File: src/rtl/data_memory_interface_pkg.sv
// rtl/data_memory_interface_pkg.sv - load/store format encodings, FSM states and legality check
package data_memory_interface_pkg;

  typedef enum logic [2:0] {
    FMT_B  = 3'b000,
    FMT_H  = 3'b001,
    FMT_W  = 3'b010,
    FMT_BU = 3'b100,
    FMT_HU = 3'b101
  } format_e;

  typedef enum logic [1:0] {
    ST_IDLE,
    ST_REQUEST,
    ST_DONE
  } state_e;

  // Unsigned formats exist only for loads; halfwords need even, words need 4-byte alignment.
  function automatic logic access_legal(input logic [2:0] fmt, input logic [1:0] offset,
                                        input logic is_store);
    case (fmt)
      FMT_B:   return 1'b1;
      FMT_BU:  return !is_store;
      FMT_H:   return !offset[0];
      FMT_HU:  return !is_store && !offset[0];
      FMT_W:   return offset == 2'b00;
      default: return 1'b0;
    endcase
  endfunction

endpackage

File: src/rtl/data_memory_interface_if.sv
// rtl/data_memory_interface_if.sv - word-addressed memory request/response bus
interface data_memory_interface_if;
  logic        bus_valid;
  logic        bus_write;
  logic [31:0] bus_address;
  logic [3:0]  bus_byte_enable;
  logic [31:0] bus_write_data;
  logic        bus_ready;
  logic [31:0] bus_read_data;

  modport master (
    output bus_valid, bus_write, bus_address, bus_byte_enable, bus_write_data,
    input  bus_ready, bus_read_data
  );

  modport slave (
    input  bus_valid, bus_write, bus_address, bus_byte_enable, bus_write_data,
    output bus_ready, bus_read_data
  );
endinterface

File: src/rtl/data_memory_interface_data_lane_aligner.sv
// rtl/data_memory_interface_data_lane_aligner.sv - byte-lane enables, store replication, load extraction
module data_lane_aligner
  import data_memory_interface_pkg::*;
(
  input  logic [2:0]  format,
  input  logic [1:0]  offset,
  input  logic [31:0] write_data,
  input  logic [31:0] read_data,
  output logic [3:0]  byte_enable,
  output logic [31:0] lane_write_data,
  output logic [31:0] load_data
);

  logic [7:0]  byte_lane;
  logic [15:0] half_lane;

  assign byte_lane = 8'(read_data >> {offset, 3'b000});
  assign half_lane = 16'(read_data >> {offset[1], 4'b0000});

  always_comb begin
    byte_enable     = 4'b0000;
    lane_write_data = write_data;
    load_data       = read_data;
    case (format)
      FMT_B, FMT_BU: begin
        byte_enable     = 4'b0001 << offset;
        lane_write_data = {4{write_data[7:0]}};
      end
      FMT_H, FMT_HU: begin
        byte_enable     = 4'b0011 << {offset[1], 1'b0};
        lane_write_data = {2{write_data[15:0]}};
      end
      FMT_W: byte_enable = 4'b1111;
      default: ;
    endcase
    case (format)
      FMT_B:   load_data = {{24{byte_lane[7]}}, byte_lane};
      FMT_BU:  load_data = {24'h000000, byte_lane};
      FMT_H:   load_data = {{16{half_lane[15]}}, half_lane};
      FMT_HU:  load_data = {16'h0000, half_lane};
      default: ;
    endcase
  end

endmodule

File: src/rtl/data_memory_interface.sv
// rtl/data_memory_interface.sv - core load/store unit bridging to a valid/ready memory bus with timeout
module data_memory_interface
  import data_memory_interface_pkg::*;
#(
  parameter int WAIT_TIMEOUT = 255
) (
  input  logic        clock,
  input  logic        reset,
  input  logic        read_enable,
  input  logic        write_enable,
  input  logic [31:0] address,
  input  logic [31:0] write_data,
  input  logic [2:0]  format,
  output logic [31:0] data_fetched,
  output logic        stall,
  output logic        access_error,
  data_memory_interface_if.master bus
);

  localparam int CW = $clog2(WAIT_TIMEOUT + 1);
  localparam logic [CW-1:0] TIMEOUT_LAST = CW'(WAIT_TIMEOUT - 1);

  state_e          state;
  logic [CW-1:0]   wait_count;
  logic [2:0]      fmt_q;
  logic [1:0]      off_q;
  logic            req;
  logic            legal;
  logic [2:0]      al_fmt;
  logic [1:0]      al_off;
  logic [3:0]      lane_be;
  logic [31:0]     lane_wdata;
  logic [31:0]     load_data;

  assign req   = read_enable | write_enable;
  assign legal = access_legal(format, address[1:0], write_enable);

  // Aligner sees the live request while idle and the latched one while the bus is busy.
  assign al_fmt = (state == ST_IDLE) ? format : fmt_q;
  assign al_off = (state == ST_IDLE) ? address[1:0] : off_q;

  assign stall = reset & ((state == ST_REQUEST) | ((state == ST_IDLE) & req & legal));

  data_lane_aligner u_aligner (
    .format          (al_fmt),
    .offset          (al_off),
    .write_data      (write_data),
    .read_data       (bus.bus_read_data),
    .byte_enable     (lane_be),
    .lane_write_data (lane_wdata),
    .load_data       (load_data)
  );

  always_ff @(posedge clock or negedge reset) begin
    if (!reset) begin
      state               <= ST_IDLE;
      wait_count          <= '0;
      fmt_q               <= 3'b000;
      off_q               <= 2'b00;
      data_fetched        <= 32'h0;
      access_error        <= 1'b0;
      bus.bus_valid       <= 1'b0;
      bus.bus_write       <= 1'b0;
      bus.bus_address     <= 32'h0;
      bus.bus_byte_enable <= 4'b0000;
      bus.bus_write_data  <= 32'h0;
    end else begin
      access_error <= 1'b0;
      case (state)
        ST_IDLE: begin
          if (req) begin
            if (legal) begin
              state               <= ST_REQUEST;
              wait_count          <= '0;
              fmt_q               <= format;
              off_q               <= address[1:0];
              bus.bus_valid       <= 1'b1;
              bus.bus_write       <= write_enable;
              bus.bus_address     <= {address[31:2], 2'b00};
              bus.bus_byte_enable <= lane_be;
              bus.bus_write_data  <= lane_wdata;
            end else begin
              access_error <= 1'b1;
            end
          end
        end
        ST_REQUEST: begin
          if (bus.bus_ready) begin
            state         <= ST_DONE;
            bus.bus_valid <= 1'b0;
            if (!bus.bus_write) data_fetched <= load_data;
          end else if (wait_count == TIMEOUT_LAST) begin
            state         <= ST_DONE;
            bus.bus_valid <= 1'b0;
            data_fetched  <= 32'h0;
            access_error  <= 1'b1;
          end else begin
            wait_count <= wait_count + 1'b1;
          end
        end
        ST_DONE: state <= ST_IDLE;
        default: state <= ST_IDLE;
      endcase
    end
  end

endmodule

File: src/flat_wrapper.sv
// flat-port wrapper written by rule: the top's interface ports become plain ports
module data_memory_interface_flat import data_memory_interface_pkg::*;
#(
  parameter int WAIT_TIMEOUT = 255
)
  (clock, reset, read_enable, write_enable, address, write_data, format, data_fetched, stall, access_error, bus_bus_valid, bus_bus_write, bus_bus_address, bus_bus_byte_enable, bus_bus_write_data, bus_bus_ready, bus_bus_read_data);
  data_memory_interface_if bus_i ();
  input  logic clock;
  input  logic reset;
  input  logic read_enable;
  input  logic write_enable;
  input  logic [31:0] address;
  input  logic [31:0] write_data;
  input  logic [2:0] format;
  output logic [31:0] data_fetched;
  output logic stall;
  output logic access_error;
  output wire logic [$bits(bus_i.bus_valid)-1:0] bus_bus_valid;
  output wire logic [$bits(bus_i.bus_write)-1:0] bus_bus_write;
  output wire logic [$bits(bus_i.bus_address)-1:0] bus_bus_address;
  output wire logic [$bits(bus_i.bus_byte_enable)-1:0] bus_bus_byte_enable;
  output wire logic [$bits(bus_i.bus_write_data)-1:0] bus_bus_write_data;
  input wire logic [$bits(bus_i.bus_ready)-1:0] bus_bus_ready;
  input wire logic [$bits(bus_i.bus_read_data)-1:0] bus_bus_read_data;
  assign bus_bus_valid = bus_i.bus_valid;
  assign bus_bus_write = bus_i.bus_write;
  assign bus_bus_address = bus_i.bus_address;
  assign bus_bus_byte_enable = bus_i.bus_byte_enable;
  assign bus_bus_write_data = bus_i.bus_write_data;
  assign bus_i.bus_ready = bus_bus_ready;
  assign bus_i.bus_read_data = bus_bus_read_data;
  data_memory_interface #(.WAIT_TIMEOUT(WAIT_TIMEOUT)) u_core (.clock(clock), .reset(reset), .read_enable(read_enable), .write_enable(write_enable), .address(address), .write_data(write_data), .format(format), .data_fetched(data_fetched), .stall(stall), .access_error(access_error), .bus(bus_i));
endmodule
File: config.mk
export PLATFORM = sky130hd
export DESIGN_NAME = data_memory_interface_flat
export DESIGN_NICKNAME = d
export VERILOG_FILES = /design/src/rtl/data_memory_interface_pkg.sv /design/src/rtl/data_memory_interface_if.sv /design/src/rtl/data_memory_interface_data_lane_aligner.sv /design/src/rtl/data_memory_interface.sv /design/src/flat_wrapper.sv
export SDC_FILE = /design/constraint.sdc
export NUM_CORES = 1
export LEC_CHECK = 0
export BUFFER_PORTS_ARGS = -buffer_cell sky130_fd_sc_hd__clkbuf_2
export CORE_ASPECT_RATIO = 0.5
export CORE_UTILIZATION = 54
export DETAILED_ROUTE_END_ITERATION = 8
export PLACE_DENSITY = 0.89
export SLEW_MARGIN = 30
export SYNTH_ARGS = -nofsm -noshare
export SYNTH_HDL_FRONTEND = slang
export SYNTH_HIERARCHICAL = 1
export SYNTH_SLANG_ARGS = --single-unit
File: constraint.sdc
create_clock -name clock -period 7.5 [get_ports clock]
set_clock_uncertainty 0.1 [all_clocks]
set_input_delay 1.875 -clock clock [delete_from_list [all_inputs] [get_ports clock]]
set_output_delay 1.875 -clock clock [all_outputs]
set_load 0.01 [all_outputs]
Word-level counts from Yosys, hierarchy flattened
Index checks and enable logic that the tools add are counted.
Widths: inputs -> output; s select.
{"block": "op_classes", "addsub": 1, "eq_ne": 16, "shift": 4, "mux": 29, "bitwise": 5, "n_reduce_logical": 16}
{"op": "$pmux 32 s4", "n": 1}
{"op": "$mux 32", "n": 3}
{"op": "$pmux 32 s2", "n": 1}
{"op": "$mux 8", "n": 4}
{"op": "$shr 32x5->16", "n": 1}
{"op": "$shr 32x5->8", "n": 1}
{"op": "$pmux 8 s2", "n": 1}
{"op": "$eq 3x3->1 const B", "n": 4}
{"op": "$pmux 4 s3", "n": 1}
{"op": "$mux 2", "n": 5}
{"op": "$reduce_and 3->1", "n": 3}
{"op": "$add 8x1->8 const B", "n": 1}
{"op": "$eq 8x8->1 const B", "n": 1}
{"op": "$mux 1", "n": 8}
{"op": "$eq 3x1->1 const B", "n": 2}
{"op": "$eq 3x2->1 const B", "n": 2}
{"op": "$logic_not 3->1", "n": 2}
{"op": "$ne 2x2->1 const B", "n": 3}
{"op": "$pmux 1 s5", "n": 1}
{"op": "$reduce_and 5->1", "n": 1}
{"op": "$logic_not 2->1", "n": 2}
{"op": "$ne 2x1->1 const B", "n": 2}
{"op": "$pmux 1 s2", "n": 2}
{"op": "$pmux 2 s2", "n": 1}
{"op": "12 further kinds", "n": 18}
{"block": "word_totals", "register_bits": 116, "in_bits": 104, "output_inout_bits": 104, "word_cells": 82}

Logic depth before layout (Yosys ltp)
{"block": "depth", "depth_word": 6, "ltp_mapped": 8, "mapped_depth_nobuf": 6}

Modules after synthesis
Netlist, hierarchy kept.
{"module": "data_memory_interface", "instances": 1, "cells_per_inst": 304, "area_each_um2": 4760.8}
{"module": "data_lane_aligner", "instances": 1, "cells_per_inst": 165, "area_each_um2": 1194.9}

Worst setup path after synthesis
OpenSTA, ideal clock, no wires.
{"block": "synth_path", "path_kind": "in2out", "startpoint": "in format[2]", "endpoint": "out stall", "t_arrival_ns": 3.058, "path_slack_ns": 2.467, "path_stages": 5, "path_buffers": 2, "path_cell_list": "a221oi_1 -> o221ai_1 -> buf_4 -> buf_2 -> a21boi_0"}
{"block": "synth_via", "elab_chain_len": 5, "elab_cells_between_ends": 9, "classes_between": "eq/ne: 4; mux: 1; bitwise: 3; reduce/logical: 1"}
{"item": "start: declaration", "line_no": "flat_wrapper.sv:14", "text": "input logic [2:0] format;"}
{"item": "$eq 3x2->1, or another cell as far along", "line_no": "data_memory_interface_pkg.sv:21", "text": "case (fmt)"}
{"item": "$pmux 1 s5 *", "line_no": "data_memory_interface_pkg.sv:21"}
{"item": "$and 1x1->1 *", "line_no": "data_memory_interface.sv:42", "text": "assign stall = reset & ((state == ST_REQUEST) | ((state == ST_IDLE) & req & legal));"}
{"item": "$or 1x1->1 *", "line_no": "data_memory_interface.sv:42"}
{"item": "$and 1x1->1 *", "line_no": "data_memory_interface.sv:42"}
{"item": "end: declaration", "line_no": "flat_wrapper.sv:16", "text": "output logic stall;"}
Every way passes the cells marked *; elsewhere a longest branch is shown, timed or not.

Worst setup path after layout
{"block": "layout_path", "startpoint": "in write_enable", "endpoint": "out stall"}
{"block": "layout_via", "elab_chain_len": 6, "elab_cells_between_ends": 8, "classes_between": "mux: 1; bitwise: 5; reduce/logical: 2"}
{"item": "start: declaration", "line_no": "flat_wrapper.sv:11", "text": "input logic write_enable;"}
{"item": "$logic_not 1->1", "line_no": "data_memory_interface_pkg.sv:23, data_memory_interface_pkg.sv:25"}
{"item": "$logic_and 1x1->1", "line_no": "data_memory_interface_pkg.sv:25", "text": "FMT_HU: return !is_store && !offset[0];"}
{"item": "$pmux 1 s5", "line_no": "data_memory_interface_pkg.sv:21"}
{"item": "$and 1x1->1 *", "line_no": "data_memory_interface.sv:42"}
{"item": "$or 1x1->1 *", "line_no": "data_memory_interface.sv:42"}
{"item": "$and 1x1->1 *", "line_no": "data_memory_interface.sv:42"}
Marked as above.

==> impl_metrics.env <==
export IMPL_min_period_ps=5230
export IMPL_hold_violations=0
export IMPL_drv_cap=0
export IMPL_min_delay_start="u_core/bus.bus_valid$_DFFE_PN0P_"
export IMPL_critPathCaptureType="primary output"
export IMPL_grt_max_degree=65
export IMPL_routedWlPerCell_um=18.4
export IMPL_place_hpwl_um=10100
export IMPL_start_kind="input pin"
export IMPL_chipWidth_um=151
export IMPL_die_y_um=76.3
export IMPL_area_growth_pct=27.5
export IMPL_first_pass_iters=5
export IMPL_grt_pass1_vias=4625
export IMPL_vdd_ir_drop_max_uv=216
export IMPL_synth_most_common_cell="dfrtp_1"
export IMPL_antenna_cells=0
export IMPL_groute_usage_overall_pct=27.1
export IMPL_period_share_pct=69.7
export IMPL_r2r_start="u_core/state[0]$_DFFE_PN0P_"
export IMPL_cts_setup_buffers=0
export IMPL_rows=26
export IMPL_fmax_ghz=0.191
export IMPL_core_mm2=0.0105
export IMPL_synthDominantCellAreaShare_pct=48.7
export IMPL_slew_viol_final=0
export IMPL_syn_inst=469
export IMPL_io_pins=208
export IMPL_yosys_area_top_type="dfrtp_1"
export IMPL_clk_latency_ps=410
export IMPL_nets=762
export IMPL_clockBufferDepth=2
export IMPL_total_power_uw=3030
export IMPL_p_per_area_mw_per_mm2=399
export IMPL_critical_path_class="in2out"
export IMPL_htreeDepth=4
export IMPL_num_vias=4656
export IMPL_die_area_mm2=0.0115
export IMPL_synth_edff_count=0
export IMPL_setup_viol=0
export IMPL_status="completed"
export IMPL_port_buffers=205
export IMPL_cts_inserted_buffers=17
export IMPL_nFillCells=728
export IMPL_globalplace_congestion=0.869
export IMPL_netlist_area_mm2=0.00596
export IMPL_p_leak_uw=0.00389
export IMPL_hold_class="reg2reg"
export IMPL_synth_seq_cells=116
export IMPL_synth_seq_area_share_pct=48.7
export IMPL_grt_antenna_before_repair=0
export IMPL_overflow=0
export IMPL_worst_path_max_fanout=4
export IMPL_crit_required_ps=5530
export IMPL_routed_wirelength_um=14900
export IMPL_initial_utilization_pct=56.9
export IMPL_yosysUniqueCellTypes=50
export IMPL_relSlewSlack_pct=43.0
export IMPL_synthFlopType="dfrtp_1"
export IMPL_yosys_warnings=6
export IMPL_clkSlewWorstSetupHoldPaths_ps=60
export IMPL_vias_per_cell=5.76
export IMPL_drive_gt1_share_pct=51.0
export IMPL_cts_sink_count=116
export IMPL_ctsResizeCount=0
export IMPL_crit_arrival_ps=3250
export IMPL_fin_util_pct=72.5
export IMPL_cts_tree="yes"
export IMPL_drt_iter0_drc=297
export IMPL_drc=0
export IMPL_root_buffer="clkbuf_16"
export IMPL_rsz0062_at_grt="false"
export IMPL_grt_pass1_wl_um=24000
export IMPL_ant_nets=0
export IMPL_tightest_slew_ps=855
export IMPL_crit_start="write_enable"
export IMPL_finalSetupTns_ps=0
export IMPL_ys_top_cells_by_count="116 x dfrtp_1, 59 x mux2_4, 39 x a22o_1"
export IMPL_whs_ps=399
export IMPL_synthArstFlopShare_pct=100
export IMPL_synth_area_leaders="dfrtp_1 49%, mux2_4 15%, a22o_1 5.7%, mux2_2 5.5%, mux2i_1 2.5%"
export IMPL_syn_avg_cell_area_um2=12.7
export IMPL_holdBufCountCts=0
[report_power, final]
part           internal, uW  leakage, uW  switching (uW)
logic                   573      0.00218             537
clock network           569     0.000296             306
registers               882      0.00142             166
total                  2020      0.00389            1010
[stage by stage]
step,area [um^2],instances,setup slack [ps]
after floorplan,5960,470,2470
after global placement,6950,777,2490
after detailed placement,6950,777,2310
after CTS,7590,809,2300
after global routing,7590,809,2200
final,7590,809,2270
[metal layers]
layer	global-route usage, %	part of all wire (%)	vias up
li1	-	-	2108
met5	0	0	-
met1	34.0	42	2288
met3	5.81	5.7	39
met2	45.9	50	221
met4	10.3	2.5	0
[flip-flops by register name, summed over array words and instances, names as in the netlist]
| name | count |
|---|---|
| u_core/off_q | 2 |
| u_core/bus.bus_write_data | 32 |
| u_core/wait_count | 8 |
| u_core/bus.bus_byte_enable | 4 |
| u_core/data_fetched | 32 |
| u_core/bus.bus_valid | 1 |
| u_core/bus.bus_write | 1 |
| u_core/access_error | 1 |
| u_core/fmt_q | 3 |
| u_core/bus.bus_address | 30 |
| u_core/state | 2 |
[cell families (layout without fill, tap and decap cells)]
kind of cell	after synthesis	in the layout	synth area share [%]
other	1	2	0.0630
adders and majority gates	2	2	0.420
and+or+nand+nor	78	78	7.02
AOI/OAI and AO/OA	110	110	14.1
muxes	110	110	24.4
buffers and inverters	51	250	5.08
DFF	116	116	48.7
xor gates and xnor gates	1	1	0.147
[worst max-delay path, stage by stage]
cell and delay, ps:
clkbuf_2 130, a221oi_1 570, o221ai_4 210, a21boi_0 290, clkbuf_2 180
[cell usage in the layout (no fill, tap or decap), types with 3 or more instances in the layout]
cell / netlist / final
clkbuf_2: 0 / 204
dfrtp_1: 116 / 116
mux2_4: 59 / 59
a22o_1: 39 / 39
mux2_2: 29 / 29
nor2b_1: 19 / 19
clkbuf_16: 0 / 17
a21oi_1: 17 / 17
mux2i_1: 15 / 15
nand2_1: 14 / 13
nor2_1: 13 / 12
nand3_1: 11 / 11
a221o_1: 11 / 11
o21ai_0: 9 / 9
o21ai_1: 8 / 8
inv_1: 7 / 7
buf_4: 11 / 6
a221oi_1: 6 / 6
mux2_1: 6 / 6
clkinvlp_4: 0 / 5
nand2b_1: 5 / 5
bufinv_16: 0 / 4
o31ai_1: 4 / 4
inv_6: 0 / 3
or3_1: 3 / 3
[worst paths after layout]
path	slack (ps)	end	cells after the start
setup / recovery	2270	stall	5
hold / removal	400	u_core/bus.bus_valid$_DFFE_PN0P_	1
setup reg to reg	4110	u_core/data_fetched[8]$_DFFE_PN0P_	7
hold reg to reg	400	u_core/bus.bus_valid$_DFFE_PN0P_	1
max in group asynchronous	4580	u_core/bus.bus_byte_enable[2]$_DFFE_PN0P_	2
min in group asynchronous	1410	u_core/bus.bus_address[26]$_DFFE_PN0P_	1
[layout make-up]
type | instances | area, um^2 | share of cell area, %
Sequential cell | 116 | 2900 | 38.2
Tap cell | 140 | 175 | 2.31
Inverter | 8 | 30.0 | 0.395
Timing Repair Buffer | 210 | 1070 | 14.0
Clock inverter | 14 | 201 | 2.65
Clock buffer | 18 | 439 | 5.78
Multi-Input combinational cell | 303 | 2780 | 36.6
No activity file was read; power rests on OpenSTA's default activity.
